[config.mk]
export PLATFORM = sky130hd
export DESIGN_NAME = multicycle_controller
export DESIGN_NICKNAME = d
export VERILOG_FILES = /design/src/rtl/multicycle_controller.sv
export SDC_FILE = /design/constraint.sdc
export NUM_CORES = 1
export LEC_CHECK = 0
export CAP_MARGIN = 20
export CORE_MARGIN = 3
export CORE_UTILIZATION = 50
export CTS_CLUSTER_DIAMETER = 200
export DETAILED_ROUTE_END_ITERATION = 16
export GPL_TIMING_DRIVEN = 1
export PLACE_DENSITY_LB_ADDON = 0.1
export SLEW_MARGIN = 15
export SYNTH_ARGS = -nofsm -noshare
export SYNTH_HDL_FRONTEND = slang
export SYNTH_SLANG_ARGS = --single-unit
export TNS_END_PERCENT = 50
[constraint.sdc]
create_clock -name clk -period 5.2 [get_ports clk]
set_input_delay 0.52 -clock clk [delete_from_list [all_inputs] [get_ports clk]]
set_output_delay 0.52 -clock clk [all_outputs]
set_load 0.01 [all_outputs]
[src/rtl/multicycle_controller.sv]
// Moore control FSM for the multi-cycle RV32I datapath (shared memory, IR/old_PC/MDR/A/B/ALUOut).
// Define ILLEGAL_TRAP_EN to trap unknown opcodes in a HALT state that drives the illegal output.
module multicycle_controller #(
  parameter int STATE_W = 4
) (
  input  logic               clk,
  input  logic               rst,
  input  logic [6:0]         opc,
  input  logic [2:0]         f3,
  input  logic               zero,
  input  logic               neg,
  output logic               pc_write,
  output logic               adr_src,
  output logic               mem_write,
  output logic               ir_write,
  output logic               reg_write,
  output logic [1:0]         result_src,
  output logic [1:0]         alu_src_a,
  output logic [1:0]         alu_src_b,
  output logic [2:0]         imm_src,
  output logic [1:0]         alu_op,
`ifdef ILLEGAL_TRAP_EN
  output logic               illegal,
`endif
  output logic [STATE_W-1:0] state
);

  localparam logic [6:0] OP_LW   = 7'b0000011;
  localparam logic [6:0] OP_SW   = 7'b0100011;
  localparam logic [6:0] OP_R    = 7'b0110011;
  localparam logic [6:0] OP_I    = 7'b0010011;
  localparam logic [6:0] OP_B    = 7'b1100011;
  localparam logic [6:0] OP_JAL  = 7'b1101111;
  localparam logic [6:0] OP_JALR = 7'b1100111;
  localparam logic [6:0] OP_LUI  = 7'b0110111;

  typedef enum logic [3:0] {
    FETCH     = 4'd0,
    DECODE    = 4'd1,
    MEM_ADR   = 4'd2,
    MEM_READ  = 4'd3,
    MEM_WB    = 4'd4,
    MEM_WRITE = 4'd5,
    EXEC_R    = 4'd6,
    EXEC_I    = 4'd7,
    ALU_WB    = 4'd8,
    BRANCH    = 4'd9,
    JAL       = 4'd10,
    JALR_ADR  = 4'd11,
    JALR_JMP  = 4'd12,
    LUI       = 4'd13,
    HALT      = 4'd14
  } state_t;

  typedef struct packed {
    logic       pc_write;
    logic       adr_src;
    logic       mem_write;
    logic       ir_write;
    logic       reg_write;
    logic [1:0] result_src;
    logic [1:0] alu_src_a;
    logic [1:0] alu_src_b;
    logic [2:0] imm_src;
    logic [1:0] alu_op;
`ifdef ILLEGAL_TRAP_EN
    logic       illegal;
`endif
  } ctrl_t;

  state_t state_reg;
  state_t state_next;
  ctrl_t  ctrl_reg;
  logic   branch_cond;
  logic   branch_take;

  // Control word for a state; registering ctrl_of(state_next) keeps every output glitch-free.
  function automatic ctrl_t ctrl_of(input state_t s, input logic [6:0] op);
    ctrl_t c;
    c = '0;
    case (s)
      FETCH: begin
        c.ir_write   = 1'b1;
        c.pc_write   = 1'b1;
        c.alu_src_b  = 2'b10;
        c.result_src = 2'b10;
      end
      DECODE: begin
        c.alu_src_a = 2'b01;
        c.alu_src_b = 2'b01;
        c.imm_src   = 3'b010;
      end
      MEM_ADR: begin
        c.alu_src_a = 2'b10;
        c.alu_src_b = 2'b01;
        c.imm_src   = (op == OP_SW) ? 3'b001 : 3'b000;
      end
      MEM_READ: c.adr_src = 1'b1;
      MEM_WB: begin
        c.result_src = 2'b01;
        c.reg_write  = 1'b1;
      end
      MEM_WRITE: begin
        c.adr_src   = 1'b1;
        c.mem_write = 1'b1;
      end
      EXEC_R: begin
        c.alu_src_a = 2'b10;
        c.alu_op    = 2'b10;
      end
      EXEC_I: begin
        c.alu_src_a = 2'b10;
        c.alu_src_b = 2'b01;
        c.alu_op    = 2'b11;
      end
      ALU_WB: c.reg_write = 1'b1;
      BRANCH: begin
        c.alu_src_a = 2'b10;
        c.alu_op    = 2'b01;
      end
      JAL: begin
        c.alu_src_a = 2'b01;
        c.alu_src_b = 2'b10;
        c.pc_write  = 1'b1;
        c.imm_src   = 3'b100;
      end
      JALR_ADR: begin
        c.alu_src_a = 2'b10;
        c.alu_src_b = 2'b01;
      end
      JALR_JMP: begin
        c.alu_src_a = 2'b01;
        c.alu_src_b = 2'b10;
        c.pc_write  = 1'b1;
      end
      LUI: begin
        c.imm_src    = 3'b011;
        c.result_src = 2'b11;
        c.reg_write  = 1'b1;
      end
`ifdef ILLEGAL_TRAP_EN
      HALT: c.illegal = 1'b1;
`endif
      default: c = '0;
    endcase
    return c;
  endfunction

  always_comb begin
    state_next = FETCH;
    case (state_reg)
      FETCH: state_next = DECODE;
      DECODE: begin
        case (opc)
          OP_LW, OP_SW: state_next = MEM_ADR;
          OP_R:         state_next = EXEC_R;
          OP_I:         state_next = EXEC_I;
          OP_B:         state_next = BRANCH;
          OP_JAL:       state_next = JAL;
          OP_JALR:      state_next = JALR_ADR;
          OP_LUI:       state_next = LUI;
`ifdef ILLEGAL_TRAP_EN
          default:      state_next = HALT;
`else
          default:      state_next = FETCH;
`endif
        endcase
      end
      MEM_ADR:  state_next = (opc == OP_SW) ? MEM_WRITE : MEM_READ;
      MEM_READ: state_next = MEM_WB;
      EXEC_R:   state_next = ALU_WB;
      EXEC_I:   state_next = ALU_WB;
      JAL:      state_next = ALU_WB;
      JALR_ADR: state_next = JALR_JMP;
      JALR_JMP: state_next = ALU_WB;
`ifdef ILLEGAL_TRAP_EN
      HALT:     state_next = HALT;
`endif
      default:  state_next = FETCH;
    endcase
  end

  always_ff @(posedge clk) begin
    if (rst) begin
      state_reg <= FETCH;
      ctrl_reg  <= ctrl_of(FETCH, opc);
    end else begin
      state_reg <= state_next;
      ctrl_reg  <= ctrl_of(state_next, opc);
    end
  end

  // The branch decision needs this cycle's ALU flags, so it cannot be registered.
  always_comb begin
    branch_cond = 1'b0;
    case (f3)
      3'b000:  branch_cond = zero;
      3'b001:  branch_cond = ~zero;
      3'b100:  branch_cond = neg;
      3'b101:  branch_cond = ~neg | zero;
      default: branch_cond = 1'b0;
    endcase
  end

  assign branch_take = (state_reg == BRANCH) && branch_cond;

  assign pc_write   = (ctrl_reg.pc_write | branch_take) & ~rst;
  assign mem_write  = ctrl_reg.mem_write & ~rst;
  assign ir_write   = ctrl_reg.ir_write & ~rst;
  assign reg_write  = ctrl_reg.reg_write & ~rst;
  assign adr_src    = ctrl_reg.adr_src;
  assign result_src = ctrl_reg.result_src;
  assign alu_src_a  = ctrl_reg.alu_src_a;
  assign alu_src_b  = ctrl_reg.alu_src_b;
  assign imm_src    = ctrl_reg.imm_src;
  assign alu_op     = ctrl_reg.alu_op;
`ifdef ILLEGAL_TRAP_EN
  assign illegal    = ctrl_reg.illegal;
`endif
  assign state      = STATE_W'(state_reg);

endmodule
==> results_dict.tcl, run 1 <==
set metrics [dict create \
    period_minus_slack_ps 2600 \
    period_share_pct 49.9 \
    antennaDiodeCount 0 \
    cts_buffers 3 \
    vias_per_cell 5.80 \
    muxShareOfSynthArea_pct 0 \
    drt-initial-drc-count 26 \
    seqPwrFrac_pct 53.1 \
    worstPathBufferInverterCount 2 \
    synth_top_area_share_pct 35.0 \
    htree_levels 1 \
    holdPathStages 3 \
    wl_microns 2580 \
    port_buffers 33 \
    max_freq_mhz 385 \
    placed_area_sq_um 1390 \
    crit_top_cell "clkdlybuf4s50_1" \
    core_area_sq_um 2060 \
    first_pass_iters 4 \
    drv_slew 0 \
    yosysSeqAreaShare_pct 35.0 \
    grt_pass1_vias 959 \
    cts_hold_buf 0 \
    setup_viol 0 \
    synth_edf_count 0 \
    ys_ff_latch 20 \
    synth-compound-area-share_pct 22.3 \
    p_total_uw 306 \
    status "finished clean" \
    maxCapViolCount 0 \
    timing.rr.start "state[0]" \
    critPathCaptureType "primary output" \
    yosys-top-cells-count "dfxtp_1, buf_4, nand2_1, nor2_1" \
    rsz0062_at_grt "false" \
    ff2ff_path_depth 5 \
    hold_viol 0 \
    synth_adder_area_share_pct 0 \
    yosysMostFrequentCell "dfxtp_1" \
    ys_top_cells_by_area "dfxtp_1, buf_4, nand2_1, nor2_1, nand2b_1" \
    ctsRootBufferMaster "clkbuf_4" \
    worstSkewPairLatency_ps 300 \
    p_switching_uw 75.4 \
    place_hpwl_microns 1960 \
    cts.sinks 20 \
    maxSlewHeadroom_pct 58.2 \
    crit_slowest_cell "clkdlybuf4s50_1" \
    path_max_fanout 19 \
    start_util_pct 55.5 \
    power_density_nw_per_um2 215 \
    wire_per_inst_microns 14.6 \
    synthXorXnorAreaFrac_pct 0.766 \
    grt_usage_pct 20.9 \
    switching_share_pct 24.6 \
    synthDistinctLibCells 47 \
    synthArstFlopShare_pct 0 \
    syn_area_sq_um 1140 \
    yosysWarnings 0 \
    skew_ps 6.67 \
    grt_max_degree 20 \
    crit_family "buffers and inverters" \
    top_level_ports 34 \
    synth_flop_cell "dfxtp_1" \
    clockBufferDepth 2 \
    yosys.area.top_type "dfxtp_1" \
    comb_power_share_pct 18.4 \
    ant_nets 0 \
    power.share.clock_pct 28.5 \
    worstPathRequired_ps 4680 \
    crit_path_start "rst" \
    dieArea_sq_um 2900 \
    synthSimpleGateAreaFrac_pct 29.5 \
    min_from "state[1]" \
    place.gp.congestion 0.819 \
    synthCells 132 \
    fp.dieW_microns 53.8 \
    cts_resized 0 \
    peakVddDrop_mv 0.237 \
    grt.overflow.total 0 \
    drive_above_1_share_pct 8.00 \
    intPower_uw 231 \
    grt_pass1_wl_microns 4440 \
    cp.depth 3 \
    final_nets 165 \
    clk_pin_slew_ps 100 \
    num_rows 16 \
    finalSetupTns_ps 0 \
    fillers 168 \
    tritoncts "yes" \
    antenna_found_initial 0 \
    synth_top_family_by_area "simple AND/OR/NAND/NOR gates" \
    syn_to_final_growth_pct 24.3 \
    min_path_type "register to register" \
    fin_area_sq_um 1420 \
    tightest_slew_ps 626 \
    syn_avg_cell_area_sq_um 8.66 \
    post_cts_buffers 0 \
    cp-start-kind "input port" \
    drc 0 \
    cellLeakagePower_nw 0.500 \
    cp_data_arrival_time_ps 2080 \
    crit_chain "clkdlybuf4s50_1, nor2b_1, clkdlybuf4s50_1" \
    num_vias 1026 \
    fp.dieH_microns 53.8 \
    critPathKind "input port to primary output" \
    syn_nets 146 \
    critPathMaxStageDelay_ps 730 \
]
## layout make-up
| type | count | area, sq um | share of cell area, % |
|---|---|---|---|
| well taps | 27 | 33.8 | 2.38 |
| flip-flops and latches | 20 | 400 | 28.2 |
| multi-input cells | 88 | 602 | 42.3 |
| clock buffers | 4 | 36.3 | 2.55 |
| repair buffers | 33 | 330 | 23.2 |
| inverters | 5 | 18.8 | 1.32 |
## final timing paths
path,end,slack [ps]
worst min-delay path,result_src[0],760
worst max register to register,imm_src[0],3100
worst max-delay path,reg_write,2600
worst min register to register,result_src[0],760
## stage by stage
stage	hold WS (ps)	util [%]	setup WS [ps]	instances
after floorplan	669	-	3200	132
after global placement	719	67.2	2500	173
after detailed placement	742	67.2	2430	173
after CTS	761	68.9	2610	177
after global routing	826	68.9	2490	177
final	758	68.9	2600	177
## placed cells by master (no fill, tap or decap), types with 2 or more instances in the layout
cell type and n:
nor2b_1 3, nor2_1 10, a21oi_1 4, nor4_1 3
a211oi_1 2, nand2b_1 5, inv_1 5, o21ai_1 3
o211ai_1 2, nor3_1 5, a31oi_1 3, or3_1 4
or4_1 2, dfxtp_1 20, clkdlybuf4s50_1 33, clkbuf_4 3
nand2_1 10, nand3b_1 2, nand3_1 4
## power by group through the flow
stage,Sequential [mW],Clock (mW),Combinational (mW)
3_3_place_gp,0.166,0,0.0547
4_1_cts,0.163,0.0907,0.0564
2_1_floorplan,0.165,0,0.0327
3_5_place_dp,0.166,0,0.0561
5_1_grt,0.163,0.0967,0.0622
6_report,0.163,0.0873,0.0563
## worst reg2reg max path: stages, from the launching register on
cell and delay (ps):
dfxtp_1 550, nand4b_4 170, or4_1 450, o22a_1 370, o32a_1 400, nor2_1 90
## logic make-up after synthesis
| family | count (synthesis) |
|---|---|
| DFF | 20 |
| and+or+nand+nor | 56 |
| xor gates and xnor gates | 1 |
| AOI/OAI and AO/OA | 31 |
| buffers and inverters | 24 |
## routing by layer
| metal | global-route usage (%) | wire length (microns) |
|---|---|---|
| met5 | 0 | 0 |
| met1 | 25.9 | 1100 |
| met3 | 5.82 | 126 |
| met2 | 35.5 | 1340 |
| met4 | 5.11 | 16 |
Note: power is estimated with default switching activity, not from simulation.
==> run 2, diff against run 1 <==
--- a/config.mk
+++ b/config.mk
@@ -7,7 +7,7 @@
 export LEC_CHECK = 0
 export CAP_MARGIN = 20
 export CORE_MARGIN = 3
-export CORE_UTILIZATION = 50
+export CORE_UTILIZATION = 46
 export CTS_CLUSTER_DIAMETER = 200
 export DETAILED_ROUTE_END_ITERATION = 16
 export GPL_TIMING_DRIVEN = 1
==> constraint.sdc (replaced) <==
create_clock -name clk -period 2.4 [get_ports clk]
set_input_delay 0.24 -clock clk [delete_from_list [all_inputs] [get_ports clk]]
set_output_delay 0.24 -clock clk [all_outputs]
set_load 0.01 [all_outputs]
==> run 2 against run 1 <==
Net effect:
- flip-flop and latch count stayed put
- design area rose by 6.0%
- via count grew 4.0%
- clock-buffer cell count is 1 lower
- worst hold slack worse by 17 ps
- die area up 7.7%
- critical path depth grew 2
- first-iteration DRC count increased by 62%
- register-to-register slack lost 2800 ps
==> results_dict.tcl, run 2 (synthesis gave the netlist of run 1 again) <==
set metrics [dict create \
    status "finished clean" \
    clockBufferDepth 2 \
    setup_viol 0 \
    fp.dieW_microns 55.9 \
    critPathKind "register to primary output" \
    critPathCaptureType "primary output" \
    grt_pass1_vias 1026 \
    period_minus_slack_ps 2170 \
    grt.overflow.total 0 \
    grt_usage_pct 19.3 \
    first_pass_iters 4 \
    cts_resized 0 \
    min_path_type "register to register" \
    tightest_slew_ps 561 \
    period_share_pct 90.6 \
    num_rows 17 \
    post_cts_buffers 0 \
    drt-initial-drc-count 42 \
    critPathMaxStageDelay_ps 550 \
    rsz0062_at_grt "false" \
    path_max_fanout 8 \
    fp.dieH_microns 55.9 \
    crit_family "flip-flops" \
    antennaDiodeCount 0 \
    start_util_pct 50.2 \
    crit_slowest_cell "dfxtp_1" \
    dieArea_sq_um 3120 \
    maxCapViolCount 0 \
    cts.sinks 20 \
    cp-start-kind "register" \
    peakVddDrop_mv 0.418 \
    cts_hold_buf 0 \
    drive_above_1_share_pct 13.2 \
    place_hpwl_microns 2010 \
    num_vias 1067 \
    core_area_sq_um 2280 \
    register_area_sq_um 400 \
    drv_slew 0 \
    htree_levels 1 \
    antenna_found_initial 0 \
    fillers 194 \
    worstPathRequired_ps 2160 \
    ctsRootBufferMaster "clkbuf_4" \
    vias_per_cell 5.71 \
    layout_commonest_cell "clkdlybuf4s50_1" \
    worstSkewPairLatency_ps 310 \
    top_level_ports 34 \
    hold_viol 0 \
    maxSlewHeadroom_pct 62.5 \
    multi_input_area_sq_um 602 \
    final_nets 174 \
    max_freq_mhz 460 \
    wl_microns 2810 \
    cp_data_arrival_time_ps 1930 \
    p_total_uw 761 \
    finalSetupTns_ps 0 \
    ant_nets 0 \
    power_density_nw_per_um2 505 \
    port_buffers 33 \
    tritoncts "yes" \
    place.gp.congestion 0.879 \
    worstPathBufferInverterCount 1 \
    crit_chain "nand2_1, nor4_1, a31oi_1, nor2_1, clkdlybuf4s50_1" \
    skew_ps 9.01 \
    grt_max_degree 16 \
    syn_to_final_growth_pct 31.7 \
    drc 0 \
    wire_per_inst_microns 15.0 \
    clk_pin_slew_ps 120 \
    grt_pass1_wl_microns 4840 \
    mostFrequentLayoutCells "clkdlybuf4s50_1, dfxtp_1, nand2_1, nor2_1, buf_4" \
    cellLeakagePower_nw 0.550 \
    cts_buffers 3 \
]
[run 2: cell types whose count changed in the layout (fill, tap and decap cells not counted)]
cell,change
buf_4,+9
bufinv_16,+1
clkbuf_8,-1
[run 2: metrics by stage]
stage / hold WS, ps / setup slack [ps] / std cells / cell area (sq um) / util [%]
finish: 740 / 226 / 187 / 1510 / 66.2
detailed placement: 715 / 33.9 / 183 / 1450 / 63.9
floorplan: 517 / 494 / 132 / 1140 / -
CTS: 737 / 218 / 187 / 1510 / 66.2
global route: 818 / 46.8 / 187 / 1510 / 66.2
global placement: 729 / 71.5 / 183 / 1450 / 63.9
[run 2: final timing paths]
kind                            startpoint       endpoint  slack [ps]  cells past startpoint
worst min-delay path              state[0]  result_src[0]         740                      3
worst max register to register    state[0]     imm_src[0]         310                      5
worst max-delay path              state[0]       pc_write         230                      5
worst min register to register    state[0]  result_src[0]         740                      3
[run 2: worst reg2reg max path, delay by kind of cell, from the launching register on]
kind / cells / cell delay (ps)
DFF: 1 / 550
and+or+nand+nor: 3 / 710
AOI/OAI and AO/OA: 2 / 780
[run 2: cell type report]
cell class                      instances  area share, %
Multi-Input combinational cell         88           40.0
Sequential cell                        20           26.6
Timing Repair Buffer                   42           26.4
Tap cell                               28           2.33
Clock inverter                          1           1.99
Clock buffer                            3           1.50
Inverter                                5           1.25
[run 2: power breakdown]
| group | internal (mW) | total (mW) | switching, mW |
|---|---|---|---|
| clock network | 0.169 | 0.276 | 0.107 |
| registers | 0.345 | 0.352 | 0.00722 |
| logic | 0.0701 | 0.134 | 0.0636 |
[run 2: per-layer routing]
layer | GRT usage, % | vias to the layer above | wire [microns]
met5 | 0 | - | 0
met4 | 5.08 | 0 | 31
met3 | 3.94 | 5 | 146
met2 | 32.1 | 32 | 1360
met1 | 25.5 | 504 | 1270
li1 | - | 526 | -
